### config.mk
export PLATFORM = sky130hd
export DESIGN_NAME = imem_loader
export DESIGN_NICKNAME = d
export VERILOG_FILES = /design/src/rtl/imem_loader.sv
export SDC_FILE = /design/constraint.sdc
export NUM_CORES = 1
export LEC_CHECK = 0
export CORE_MARGIN = 8
export CORE_UTILIZATION = 51
export DETAILED_ROUTE_END_ITERATION = 6
export MAX_ROUTING_LAYER = met4
export PLACE_DENSITY = 0.79
export SYNTH_ARGS = -nofsm -noshare
export SYNTH_HDL_FRONTEND = slang
export SYNTH_SLANG_ARGS = --single-unit
### constraint.sdc
create_clock -name CLK -period 5.03 [get_ports CLK]
set_input_delay 1.509 -clock CLK [delete_from_list [all_inputs] [get_ports CLK]]
set_output_delay 1.509 -clock CLK [all_outputs]
set_load 0.005 [all_outputs]
### src/rtl/imem_loader.sv
// Byte-stream instruction memory loader.
// Writes each accepted byte to IMEM and assembles big-endian words.
module imem_loader (
  input  logic        CLK,
  input  logic        RESET,
  input  logic        START,
  input  logic [9:0]  BASE_ADDR,
  input  logic [8:0]  WORD_COUNT,
  input  logic [7:0]  BYTE_IN,
  input  logic        BYTE_VALID,
  output logic        BYTE_READY,
  output logic        MEM_WE,
  output logic [9:0]  MEM_ADDR,
  output logic [7:0]  MEM_WDATA,
  output logic [31:0] WORD_OUT,
  output logic        WORD_STROBE,
  output logic        BUSY,
  output logic        DONE,
  output logic        ERROR
);

  typedef enum logic [1:0] {
    S_IDLE,
    S_LOAD,
    S_FIN
  } state_t;

  state_t      state;
  state_t      state_n;
  logic [9:0]  cur_addr;
  logic [10:0] idx;
  logic [10:0] total;
  logic [1:0]  lane;
  logic [23:0] part;
  logic        start_ok;
  logic        accept;
  logic        last;
  logic        misalign;

  assign start_ok = (state == S_IDLE) && START;
  assign accept   = (state == S_LOAD) && BYTE_VALID;
  assign last     = (idx == total - 11'd1);
  assign misalign = |BASE_ADDR[1:0];

  always_ff @(posedge CLK) begin
    if (RESET) state <= S_IDLE;
    else       state <= state_n;
  end

  always_comb begin
    state_n = state;
    unique case (state)
      S_IDLE: begin
        if (START) begin
          if (misalign || WORD_COUNT == 9'd0)
            state_n = S_FIN;
          else
            state_n = S_LOAD;
        end
      end
      S_LOAD: begin
        if (accept && last) state_n = S_FIN;
      end
      S_FIN:   state_n = S_IDLE;
      default: state_n = S_IDLE;
    endcase
  end

  always_comb begin
    BYTE_READY = (state == S_LOAD);
    BUSY       = (state == S_LOAD);
    DONE       = (state == S_FIN);
  end

  always_ff @(posedge CLK) begin
    if (RESET) begin
      cur_addr    <= '0;
      idx         <= '0;
      total       <= '0;
      lane        <= '0;
      part        <= '0;
      MEM_WE      <= 1'b0;
      MEM_ADDR    <= '0;
      MEM_WDATA   <= '0;
      WORD_OUT    <= '0;
      WORD_STROBE <= 1'b0;
      ERROR       <= 1'b0;
    end else begin
      MEM_WE      <= 1'b0;
      WORD_STROBE <= 1'b0;
      if (start_ok) begin
        cur_addr <= BASE_ADDR;
        total    <= {WORD_COUNT, 2'b00};
        idx      <= '0;
        lane     <= '0;
        part     <= '0;
        ERROR    <= misalign;
      end
      if (accept) begin
        MEM_WE    <= 1'b1;
        MEM_ADDR  <= cur_addr;
        MEM_WDATA <= BYTE_IN;
        cur_addr  <= cur_addr + 10'd1;
        idx       <= idx + 11'd1;
        lane      <= lane + 2'd1;
        part      <= {part[15:0], BYTE_IN};
        if (lane == 2'd3) begin
          WORD_OUT    <= {part, BYTE_IN};
          WORD_STROBE <= 1'b1;
        end
        // address counter wrapped past 1023 within this session
        if (cur_addr == 10'd0 && idx != 11'd0)
          ERROR <= 1'b1;
      end
    end
  end

endmodule

==> run summary <==
FP Rows -> 34
CTS sink cnt -> 111
Synth Area in Compound Gates -> 0.181
Drt pass-1 iters -> 7
PwrDens -> 286 nW/um^2
Post-synth top area share -> 0.494
Num CTS Buffers -> 9
Drt drc -> 0
Async S/R FF share, synth -> 0
WP data arrival -> 3.63 ns
WL final -> 11.4 mm
Max VDD drop -> 0.225 mV
Final worst path period share -> 0.669
Cells after Synth -> 549
Setup crit end kind -> flop
Worst setup path class -> primary input to flop
XOR/XNOR Fraction of Synth Area -> 0.0175
Worst-Margin Slew -> 1.08 ns
Post-synthesis adder-cell area fraction -> 0.0167
Share of cells above drive strength 1 -> 0.0500
Vias in the first global route -> 3936
Synth Net Count -> 586
Status -> complete, no violations
Fin. Hold Viols -> 0
Max Root-Sink Buffers -> 2
Yosys reg bits -> 111
Ys Warns -> 0
Worst hold path class -> flop to flop
Critical path startpoint category -> primary input
Clock Skew -> 0.0139 ns
Post-synth top area cell -> dfxtp_1
Number of enable flip-flop cells after synthesis -> 0
Avg Cell Area, Syn -> 8.19 sq um
RSZ-0062 raised after global routing -> false
Root Driver -> clkbuf_8
Resized cells post-CTS -> 0
Top cells by area, synth -> dfxtp_1 (49%), nand2_1 (12%), a21oi_1 (9.2%), a22o_1 (3.5%), nor2_1 (2.8%)
Clock transition at the registers of the reported paths -> 0.11 ns
Initial antenna violation count -> 0
P_leak -> 1.93 nW
Area of the multi-input gates -> 2070 sq um
Post-CTS setup buffers -> 0
Hold-fix buffers, CTS -> 0
Final Slew Violations -> 0
Core area -> 8640 sq um
Total gr overflow -> 0
Die Span Y -> 110 um
CP Max Fanout -> 23
Largest family of logic cells by synthesized area -> simple AND/OR/NAND/NOR gates
# IOs -> 87
Initial core utilization -> 0.521
Post-synthesis sequential area ratio -> 0.494
First-pass GRT wire length -> 18.6 mm
Max Cap Viol -> 0
Worst slew margin -> 0.276
H-Tree Depth -> 3
DP HPWL -> 7.92 mm
Antenna violation net count after detailed routing -> 0
Chip Width -> 110 um
Final hold slack -> 0.465 ns
Required time worst endpoint -> 5.29 ns
Most used DFF post-synth -> dfxtp_1
Final net count -> 652
TritonCTS clock tree -> built
Starting DRT DRC Count -> 260
Most frequent cells after synthesis -> nand2_1 (144), dfxtp_1 (111), a21oi_1 (83)
Worst-skew pair later-pin latency -> 0.38 ns
Largest net degree at the start of global routing -> 53
Top-count cell post-synth -> nand2_1
Antenna Cells -> 0
Fmax -> 0.297 GHz
Cell Area, Synth -> 4500 sq um
Gr usage total -> 0.197
Storage cell area -> 2220 sq um
Gpl congestion -> 0.875
Die area -> 12100 sq um
Reg2Reg Depth -> 4
Vias per cell -> 5.60
Setup Viol. Count Final -> 0
Final Critical Period -> 3.36 ns
Netlist cell types -> 55
Area added between synthesis and finish -> 24.0%
Simple-gate share of the synthesized area -> 0.233
Mux cell area share after synthesis -> 0.0117
Vias post-DR -> 4079
Worst Hold Depth -> 2
# port buffers -> 86
Setup_tns -> 0 ns
# fillers -> 743
WL per Instance -> 15.7 um
==> worst max-delay path, stage by stage <==
cell and delay (ns):
clkdlybuf4s50_1 0.51, and3b_1 0.41, buf_4 0.34, nand4_1 0.16, a311oi_1 0.39, o21a_2 0.21, a31oi_1 0.08
==> final timing paths <==
path	from	to	slack, ns
worst min register to register	WORD_OUT[31]	WORD_OUT[31]	0.47
worst max-delay path	BYTE_VALID	state[0]	1.67
worst max register to register	state[0]	part[18]	2.73
worst min-delay path	WORD_OUT[31]	WORD_OUT[31]	0.47
==> cell families (layout without fill, tap and decap cells) <==
| kind of cell | after synthesis | count (layout) |
|---|---|---|
| AND/OR/NAND/NOR | 237 | 237 |
| AO/OA/AOI/OAI | 132 | 132 |
| flip-flops | 111 | 111 |
| buffers and inverters | 49 | 120 |
| XOR/XNOR | 9 | 9 |
| adder cells (fa/ha/maj) | 6 | 6 |
| multiplexers | 5 | 5 |
==> cell type report <==
class / count / area share
timing repair buffer: 92 / 0.162
sequential: 111 / 0.398
multi-input combinational: 389 / 0.371
clock inverter: 7 / 0.0146
inverter: 12 / 0.00808
clock buffer: 9 / 0.0222
tap: 108 / 0.0242
==> state kept, by name, indices dropped and copies added (netlist names), 2 cells and up <==
name / cells
WORD_OUT: 32
part: 24
idx: 11
MEM_ADDR: 10
cur_addr: 10
total: 9
MEM_WDATA: 8
lane: 2
state: 2
==> stage by stage <==
stage	power, mW	setup slack [ns]	cell area [sq um]	cells	utilization
4_1_cts	1.60	1.67	5580	728	0.646
2_1_floorplan	1.02	2.35	4500	549	-
3_3_place_gp	1.07	1.33	5370	712	0.622
6_report	1.60	1.67	5580	728	0.646
5_1_grt	1.66	1.44	5580	728	0.646
3_5_place_dp	1.07	1.28	5370	712	0.622
==> routing by layer <==
layer | vias up | global-route usage | share of wire
li1 | 2017 | - | -
met1 | 1932 | 0.252 | 0.45
met2 | 115 | 0.308 | 0.48
met3 | 15 | 0.0445 | 0.054
met4 | 0 | 0.0521 | 0.011
met5 | - | - | 0
==> layout by cell type (no fill, tap or decap), drive strengths merged, types with 4 or more instances in the layout <==
cell type,synthesis,routed
xor2,4,4
buf,12,7
a21oi,83,83
a22o,18,18
o21ai,5,5
nor4,5,5
clkdlybuf4s50,0,85
xnor2,5,5
ha,6,6
nor2,35,35
nor3,9,9
nand3,8,8
nand4,10,10
inv,12,16
nand2,144,144
clkbuf,25,9
dfxtp,111,111
==> report_power, final <==
group | internal, mW | switching, mW | leakage [nW]
sequential | 0.895 | 0.0204 | 0.898
clock | 0.202 | 0.338 | 0.104
combinational | 0.0638 | 0.0777 | 0.933
Note: power is estimated with default switching activity, not from simulation.
